**src/rtl/seg_frame_rx.sv**
```systemverilog
// seg_frame_rx
//   Receiver for the 16-bit latch-framed 7-segment display stream. It deserialises
//   each frame, checks the framing and the select/reserved bits, identifies the
//   addressed digit and decodes the segment pattern back to a BCD nibble.
//
//   Parameter
//     SEG_ACTIVE_LOW : 1 = segment bits are active-low on the wire (inverted before decode)
//   Ports
//     clk        system clock, all logic on posedge
//     rst        synchronous active-high reset
//     bit_en     sample strobe for segData/latch
//     segData    serial data bit
//     latch      frame marker, 0 only on the last bit (bit 15) of a frame
//     seg_raw    last accepted segment pattern {g,f,e,d,c,b,a}, polarity corrected
//     digit_idx  digit addressed by the last accepted frame
//     bcd_out    {d3,d2,d1,d0}; 4'hF where the pattern is not a decimal digit
//     frame_vld  1-cycle pulse per accepted frame
//     scan_done  1-cycle pulse when digit 3 completes a 0,1,2,3 scan
//     frame_err  1-cycle pulse per discarded frame
module seg_frame_rx #(
    parameter bit SEG_ACTIVE_LOW = 1'b0
) (
    input  logic        clk,
    input  logic        rst,
    input  logic        bit_en,
    input  logic        segData,
    input  logic        latch,
    output logic [6:0]  seg_raw,
    output logic [1:0]  digit_idx,
    output logic [15:0] bcd_out,
    output logic        frame_vld,
    output logic        scan_done,
    output logic        frame_err
);

    typedef enum logic [1:0] {S_SYNC, S_RX, S_CHECK} state_t;

    state_t      state_reg, state_next;
    logic [3:0]  cnt_reg, cnt_next;
    logic [15:0] sr_reg;
    logic        shift_en;
    logic        ferr_now;

    // Frame checks produce results in a staging register; the outputs follow one
    // cycle later. Framing errors go through the same stage, so a framing error
    // and a checked frame can never surface in the same cycle.
    logic        p_vld_reg, p_err_reg;
    logic [6:0]  p_seg_reg;
    logic [1:0]  p_idx_reg;
    logic [3:0]  p_nib_reg;

    logic [6:0]  seg_raw_reg;
    logic [1:0]  digit_idx_reg;
    logic        frame_vld_reg, frame_err_reg, scan_done_reg;
    logic [2:0]  mask_reg;
    logic [3:0]  nib_reg [4];

    // Next-state / control
    always_comb begin
        state_next = state_reg;
        cnt_next   = cnt_reg;
        shift_en   = 1'b0;
        ferr_now   = 1'b0;
        case (state_reg)
            S_SYNC: begin
                if (bit_en && !latch) begin
                    state_next = S_RX;
                    cnt_next   = 4'd0;
                end
            end
            S_RX: begin
                if (bit_en) begin
                    shift_en = 1'b1;
                    if (!latch) begin
                        cnt_next = 4'd0;
                        if (cnt_reg == 4'd15) begin
                            state_next = S_CHECK;
                        end else begin
                            // Early end marker: drop the frame, treat this bit as
                            // the end of a frame so the next bit is bit 0.
                            ferr_now = 1'b1;
                        end
                    end else if (cnt_reg == 4'd15) begin
                        ferr_now   = 1'b1;
                        cnt_next   = 4'd0;
                        state_next = S_SYNC;
                    end else begin
                        cnt_next = cnt_reg + 4'd1;
                    end
                end
            end
            S_CHECK: begin
                state_next = S_RX;
                cnt_next   = 4'd0;
                // A bit arriving here is bit 0 of the next frame. A latch=0 bit
                // here simply re-aligns the frame start.
                if (bit_en) begin
                    shift_en = 1'b1;
                    cnt_next = latch ? 4'd1 : 4'd0;
                end
            end
            default: begin
                state_next = S_SYNC;
                cnt_next   = 4'd0;
            end
        endcase
    end

    // Decode of the completed frame held in the shift register.
    // Wire order is MSB-first low byte, then MSB-first high byte.
    logic [15:0] data;
    logic [6:0]  seg_fix;
    logic        sel_ok;
    logic [1:0]  idx;
    logic [3:0]  nib;

    always_comb begin
        data    = {sr_reg[7:0], sr_reg[15:8]};
        seg_fix = {data[14], data[10], data[4], data[2], data[12], data[15], data[13]}
                  ^ {7{SEG_ACTIVE_LOW}};
        sel_ok  = (({data[3], data[1], data[0]} == 3'b001) ||
                   ({data[3], data[1], data[0]} == 3'b010) ||
                   ({data[3], data[1], data[0]} == 3'b100)) &&
                  !(data[7] && !data[3]) &&
                  !(data[5] || data[6] || data[8] || data[9] || data[11]);
        idx = 2'd0;
        if (data[1])      idx = 2'd3;
        else if (data[3]) idx = data[7] ? 2'd2 : 2'd1;
        case (seg_fix)
            7'h3F:   nib = 4'd0;
            7'h06:   nib = 4'd1;
            7'h5B:   nib = 4'd2;
            7'h4F:   nib = 4'd3;
            7'h66:   nib = 4'd4;
            7'h6D:   nib = 4'd5;
            7'h7D:   nib = 4'd6;
            7'h07:   nib = 4'd7;
            7'h7F:   nib = 4'd8;
            7'h6F:   nib = 4'd9;
            default: nib = 4'hF;
        endcase
    end

    always_ff @(posedge clk) begin
        if (rst) begin
            state_reg     <= S_SYNC;
            cnt_reg       <= 4'd0;
            sr_reg        <= 16'd0;
            p_vld_reg     <= 1'b0;
            p_err_reg     <= 1'b0;
            p_seg_reg     <= 7'd0;
            p_idx_reg     <= 2'd0;
            p_nib_reg     <= 4'hF;
            seg_raw_reg   <= 7'd0;
            digit_idx_reg <= 2'd0;
            frame_vld_reg <= 1'b0;
            frame_err_reg <= 1'b0;
            scan_done_reg <= 1'b0;
            mask_reg      <= 3'd0;
        end else begin
            state_reg <= state_next;
            cnt_reg   <= cnt_next;
            if (shift_en) begin
                sr_reg <= {sr_reg[14:0], segData};
            end
            p_vld_reg <= (state_reg == S_CHECK) && sel_ok;
            p_err_reg <= ferr_now || ((state_reg == S_CHECK) && !sel_ok);
            p_seg_reg <= seg_fix;
            p_idx_reg <= idx;
            p_nib_reg <= nib;

            frame_vld_reg <= p_vld_reg;
            frame_err_reg <= p_err_reg;
            scan_done_reg <= 1'b0;
            if (p_vld_reg) begin
                seg_raw_reg   <= p_seg_reg;
                digit_idx_reg <= p_idx_reg;
                if (p_idx_reg == 2'd3) begin
                    scan_done_reg <= &mask_reg;
                    mask_reg      <= 3'd0;
                end else begin
                    mask_reg <= mask_reg | (3'b001 << p_idx_reg);
                end
            end
        end
    end

    // One nibble register per digit; only the addressed one is written.
    for (genvar gi = 0; gi < 4; gi++) begin : g_nib
        always_ff @(posedge clk) begin
            if (rst) begin
                nib_reg[gi] <= 4'hF;
            end else if (p_vld_reg && (p_idx_reg == 2'(gi))) begin
                nib_reg[gi] <= p_nib_reg;
            end
        end
        assign bcd_out[gi*4 +: 4] = nib_reg[gi];
    end

    assign seg_raw   = seg_raw_reg;
    assign digit_idx = digit_idx_reg;
    assign frame_vld = frame_vld_reg;
    assign frame_err = frame_err_reg;
    assign scan_done = scan_done_reg;

endmodule

```
**config.mk**
```make
export PLATFORM = sky130hd
export DESIGN_NAME = seg_frame_rx
export DESIGN_NICKNAME = d
export VERILOG_FILES = /design/src/rtl/seg_frame_rx.sv
export SDC_FILE = /design/constraint.sdc
export NUM_CORES = 1
export LEC_CHECK = 0
export BUFFER_PORTS_ARGS = -buffer_cell sky130_fd_sc_hd__buf_2
export CORE_UTILIZATION = 45
export CTS_BUF_LIST = sky130_fd_sc_hd__clkbuf_8
export DETAILED_ROUTE_END_ITERATION = 10
export SLEW_MARGIN = 20
export SYNTH_ARGS = -nofsm -noshare
export SYNTH_HDL_FRONTEND = slang
export SYNTH_SLANG_ARGS = --single-unit
```
**constraint.sdc**
```tcl
create_clock -name clk -period 3.32 [get_ports clk]
set_clock_uncertainty 0.05 [all_clocks]
set_input_delay 0.996 -clock clk [delete_from_list [all_inputs] [get_ports clk]]
set_output_delay 0.996 -clock clk [all_outputs]
set_load 0.01 [all_outputs]
```
## After elaboration in Yosys (flattened, before gate mapping)

Memory sizes are Yosys's and may differ from the RTL's.
Index checks and enable logic that the tools add are counted.
Widths: inputs -> output; s select.

| word-level totals | value |
|---|---|
| flip-flop bits (word level) | 52 |
| memory bits (writable) | 16 |
| input bits | 5 |
| memories kept | 1 |

| cells by class | value |
|---|---|
| add/sub/neg operators | 1 |
| equal/unequal tests | 22 |
| shift operators | 1 |
| multiplexer cells | 43 |
| bitwise operators | 7 |
| reductions and logical operators | 29 |

Memories:

| name | words | width | read ports | clocked after memory_dff | write ports | line | source |
|---|---|---|---|---|---|---|---|
| nib_reg | 4 | 4 | 4 | 0 | 4 | 56 | `logic [3:0] nib_reg [4];` |

Operator list:

| cell | count |
|---|---|
| $eq 7x7->1 const B | 7 |
| $pmux 4 s10 | 1 |
| $mux 4 | 8 |
| $mux 1 | 23 |
| $mux 2 | 8 |
| $eq 7x3->1 const B | 2 |
| $pmux 4 s3 | 1 |
| $logic_and 1x1->1 | 10 |
| $eq 7x6->1 const B | 1 |
| $logic_or 1x1->1 | 7 |
| $eq 2x2->1 const B | 3 |
| $ne 2x2->1 const B | 3 |
| $pmux 2 s3 | 1 |
| $reduce_and 3->1 | 2 |
| $logic_not 1->1 | 5 |
| $add 4x1->4 const B | 1 |
| $eq 2x1->1 const B | 2 |
| $eq 4x4->1 const B | 1 |
| $logic_not 2->1 | 2 |
| $or 1x1->1 | 4 |
| $eq 3x1->1 const B | 1 |
| $eq 3x2->1 const B | 1 |
| $eq 3x3->1 const B | 1 |
| $mux 3 | 1 |
| 6 further kinds | 7 |

## Longest topological paths before layout

| depth | value |
|---|---|
| depth after elaboration | 9 |
| depth in mapped cells | 6 |

## Worst setup path before layout

No wires, ideal clock.

| timing | value |
|---|---|
| kind | input to register |
| from | in latch |
| to | reg cnt_reg[2] |
| setup time | 71 ps |
| data arrival time | 1967 ps |
| required time | 3199 ps |
| path slack | 1233 ps |
| stages on the path | 4 |
| path buffers | 0 |
| path through | nand2b_1 -> a21o_1 -> or4b_1 -> a21oi_1 |

| on the way | value |
|---|---|
| longest elaborated chain between the ends | 4 |

RTL lines:

| what | line | source |
|---|---|---|
| start: declaration | 27 | `input logic latch,` |
| $logic_not 1->1 | -- |  |
| $logic_and 1x1->1 | 66 | `if (bit_en && !latch) begin` |
| $ne 2x2->1 (no line) | -- |  |
| $reduce_and 2->1 (no line) | -- |  |
| end signal: assignment | 162 | `cnt_reg <= cnt_next;` |
| end: declaration | 39 | `logic [3:0] cnt_reg, cnt_next;` |

Several ways; a longest one is shown, not always the timed one. The select of a mux whose other input is x is not followed.
A chain may end at the register's enable or synchronous reset.

==> results_tabular.tex <==
\begin{tabular}{lr}
\hline
Metric & Value \\
\hline
\multicolumn{2}{l}{\textbf{Power and ir drop}} \\
\quad PwrDens & 533 nW/um2 \\
\quad Overall Power & 1.66 mW \\
\quad Switching pwr & 0.390 mW \\
\quad Combinational share of power & 7.4\% \\
\quad Internal Power & 1.27 mW \\
\quad Portion of total power attributed to the clock network & 38.8\% \\
\quad Standby leakage power & 1.12 nW \\
\quad Largest vdd supply drop & 0.000273 V \\
\quad Sequential power share & 53.8\% \\
\quad Switching power as a share of total power & 23.5\% \\
\multicolumn{2}{l}{\textbf{Finish}} \\
\quad Post-Route Utilization & 54.9\% \\
\quad Area growth from synthesis to layout & 14.6\% \\
\quad Count of inserted antenna diode cells & 0 \\
\quad Fill cell total of the finished layout & 523 \\
\quad Share of layout cells above drive strength 1 & 16.9\% \\
\quad Final-stage net count & 313 \\
\multicolumn{2}{l}{\textbf{Route}} \\
\quad Wire length per cell after detailed routing & 12.7 um \\
\quad Routed length on met3 & 256 um \\
\quad Number of iterations in the first detailed-routing pass & 5 \\
\quad Final wirelength & 4840 um \\
\quad Routed metal-1 wire length & 2280 um \\
\quad Number of vias in the routed layout & 1,979 \\
\quad Detail-routed via count per cell & 5.21 \\
\quad Routed wire length on met2 & 2160 um \\
\quad Routed Antenna Nets & 0 \\
\quad Remaining DRCs & 0 \\
\quad Uppermost signal routing layer after detailed routing & met4 \\
\quad Drt initial violations & 88 \\
\multicolumn{2}{l}{\textbf{Floorplan}} \\
\quad Area enclosed by the die boundary & 6350 um2 \\
\quad DIE HEIGHT & 79.7 um \\
\quad Row cnt & 27 \\
\quad Area of the core & 5680 um2 \\
\quad I/O pin cnt & 33 \\
\quad Width of the chip & 79.7 um \\
\quad Initial core utilization & 47.9\% \\
\multicolumn{2}{l}{\textbf{Critical path}} \\
\quad Class of the most critical setup path & primary input to register \\
\quad Endpoint required time on the critical path & 3.36 ns \\
\quad Source of the worst register-to-register timing path & state\_reg[0] \\
\quad Kind of end point of the critical path & register \\
\quad Data arrival at the endpoint of the critical path & 2.15 ns \\
\quad R2r setup slk & 1.40 ns \\
\quad Start point of the critical path & rst \\
\quad Critical Path Source Type & primary input \\
\quad Worst-path fanout max & 50 \\
\quad Length in cells of the worst reg-to-reg path & 6 \\
\quad Endpoint of the most critical register-to-register path & cnt\_reg[3] \\
\multicolumn{2}{l}{\textbf{Yosys}} \\
\quad Portion of synthesized cell area occupied by the leading cell type & 38.3\% \\
\quad Number of standard cells after synthesis & 271 \\
\quad Post-synth top flop & dfxtp\_1 \\
\quad Post-Syn Area & 2720 um2 \\
\quad Syn Nets & 281 \\
\quad Share of flip-flops with an asynchronous set or reset after synthesis & 0\% \\
\quad Most frequent cells after synthesis & dfxtp\_1, nand2\_1, nor2\_1 \\
\quad Seq cells post-synth & 68 \\
\quad Number of library cell types mapped by synthesis & 49 \\
\quad Most common cell in the synthesized netlist & dfxtp\_1 \\
\quad Cell types with the largest area share after synthesis & dfxtp\_1, edfxtp\_1, nand2\_1, a21oi\_1, nor2\_1 \\
\quad Number of warning messages in the yosys log & 0 \\
\quad Proportion of synthesized chip area in sequential cells & 56.0\% \\
\quad Number of flops mapped to enable cells by yosys & 16 \\
\quad Biggest area consumer among synthesized cells & dfxtp\_1 \\
\quad Syn Area/Cell & 10.0 um2 \\
\multicolumn{2}{l}{\textbf{STA}} \\
\quad Worst-case headroom to the max-slew limit & 45.9\% \\
\quad Final Hold Fails & 0 \\
\quad Final setup violating endpoints & 0 \\
\quad Setup repair after global routing missed its margin & no \\
\quad Minimum clock period after layout & 2.11 ns \\
\quad Max Transition Viols Final & 0 \\
\quad Final total negative setup slack & 0 ns \\
\quad Share of the clock period used by the worst path & 63.6\% \\
\quad Highest attainable clock frequency & 0.474 GHz \\
\quad Slew at the pin closest to its max-slew limit & 0.811 ns \\
\quad Post-layout worst setup margin & 1.21 ns \\
\multicolumn{2}{l}{\textbf{Hold path}} \\
\quad Capture endpoint of the worst hold path & frame\_err \\
\quad Worst hold path startpoint & p\_err\_reg \\
\quad Number of cells traversed by the worst hold path & 1 \\
\quad Tightest Hold Check Type & register to register \\
\multicolumn{2}{l}{\textbf{CTS}} \\
\quad Number of buffers added by the clock tree synthesis step & 9 \\
\quad Max H-tree Level & 3 \\
\quad Clk Latency, worst-skew pair & 0.34 ns \\
\quad Cts-stage hold buffer count & 0 \\
\quad Setup repair bufs after CTS & 0 \\
\quad CTS clock-pin slew for the worst setup and hold paths & 0.07 ns \\
\quad Clock tree from TritonCTS & done \\
\quad Root buf cell & clkbuf\_8 \\
\quad Total number of clock tree sinks & 68 \\
\quad Max Buffers Root-to-Sink & 2 \\
\quad Quantity of gates resized following cts & 0 \\
\multicolumn{2}{l}{\textbf{Run status}} \\
\quad Run status & finished, final reports clean \\
\multicolumn{2}{l}{\textbf{Global route}} \\
\quad Number of antenna violations at the first check in global routing & 0 \\
\quad Largest net degree at the start of global routing & 51 \\
\quad Total grt overflow & 0 \\
\quad Via count of the first global-routing pass & 1,803 \\
\quad First-pass GRT wire length & 8300 um \\
\quad Global-route usage over all layers & 17.6\% \\
\multicolumn{2}{l}{\textbf{Place}} \\
\quad Port Buf Inserts & 32 \\
\quad Detailed-placement wirelength estimate & 3160 um \\
\quad Worst slack, placed & 0.834 ns \\
\quad Final weighted congestion of routability-driven global placement & 0.784 \\
\multicolumn{2}{l}{\textbf{Job}} \\
\quad Max-Cap Viols & 0 \\
\hline
\end{tabular}
-- stage by stage --
step	area [um2]	instances	hold WS, ns
floorplan	2720	271	0.364
global placement	2930	364	0.387
detailed placement	2930	364	0.399
CTS	3110	380	0.411
global route	3110	380	0.423
finish	3110	380	0.401
-- cell type report --
class                           instances  area (um2)  area share [%]
Sequential cell                        68        1520            48.9
Multi-Input combinational cell        181        1100            35.5
Timing Repair Buffer                   34         175            5.63
Clock buffer                           10         138            4.42
Tap cell                               72        90.1            2.89
Clock inverter                          6        50.0            1.61
Inverter                                9        33.8            1.09
-- kinds of logic after synthesis --
kind of cell             share of synthesized area [%]
flip-flops                                        56.0
XOR/XNOR                                         0.967
adder cells (fa/ha/maj)                           2.30
buffers and inverters                             3.32
AO/OA/AOI/OAI                                     12.6
multiplexers                                      2.95
AND/OR/NAND/NOR                                   21.9
-- layout by cell type, fill, tap and decap left out, types with 3 or more instances in the layout --
cell,instances
a21oi_1,22
or4_1,6
inv_1,12
ha_1,5
nor3_1,7
clkbuf_8,10
nor2b_1,7
dfxtp_1,52
edfxtp_1,16
buf_2,32
nand3_1,3
nand2b_1,13
a22oi_1,3
mux2i_1,8
nand2_1,31
nor2_1,29
o21bai_1,5
or2_2,4
-- critical path: stages --
cell and delay (ns):
buf_2 0.36, or3_1 0.51, or2_2 0.29
-- power by group through the flow --
stage               Clock [mW]  Combinational (mW)  Sequential [mW]
finish                   0.645               0.123            0.893
global route             0.713               0.138            0.896
CTS                      0.667               0.123            0.892
detailed placement           0               0.122            0.911
global placement             0               0.121            0.910
floorplan                    0              0.0991            0.903
-- routing by layer --
metal	global-route usage [%]	up-vias
met4	11.3	0
met3	5.49	13
li1	-	1020
met1	21.3	884
met2	26.8	62
met5	0	-
-- worst max-delay path by stage --
stage,end,slack (ns)
final,nib_reg[3][2],1.21
after global routing,nib_reg[3][1],1.14
after CTS,nib_reg[3][0],1.22
after detailed placement,nib_reg[3][0],0.83
after global placement,nib_reg[3][1],0.85
after floorplan,cnt_reg[2],1.23
Note: power is estimated with default switching activity, not from simulation.
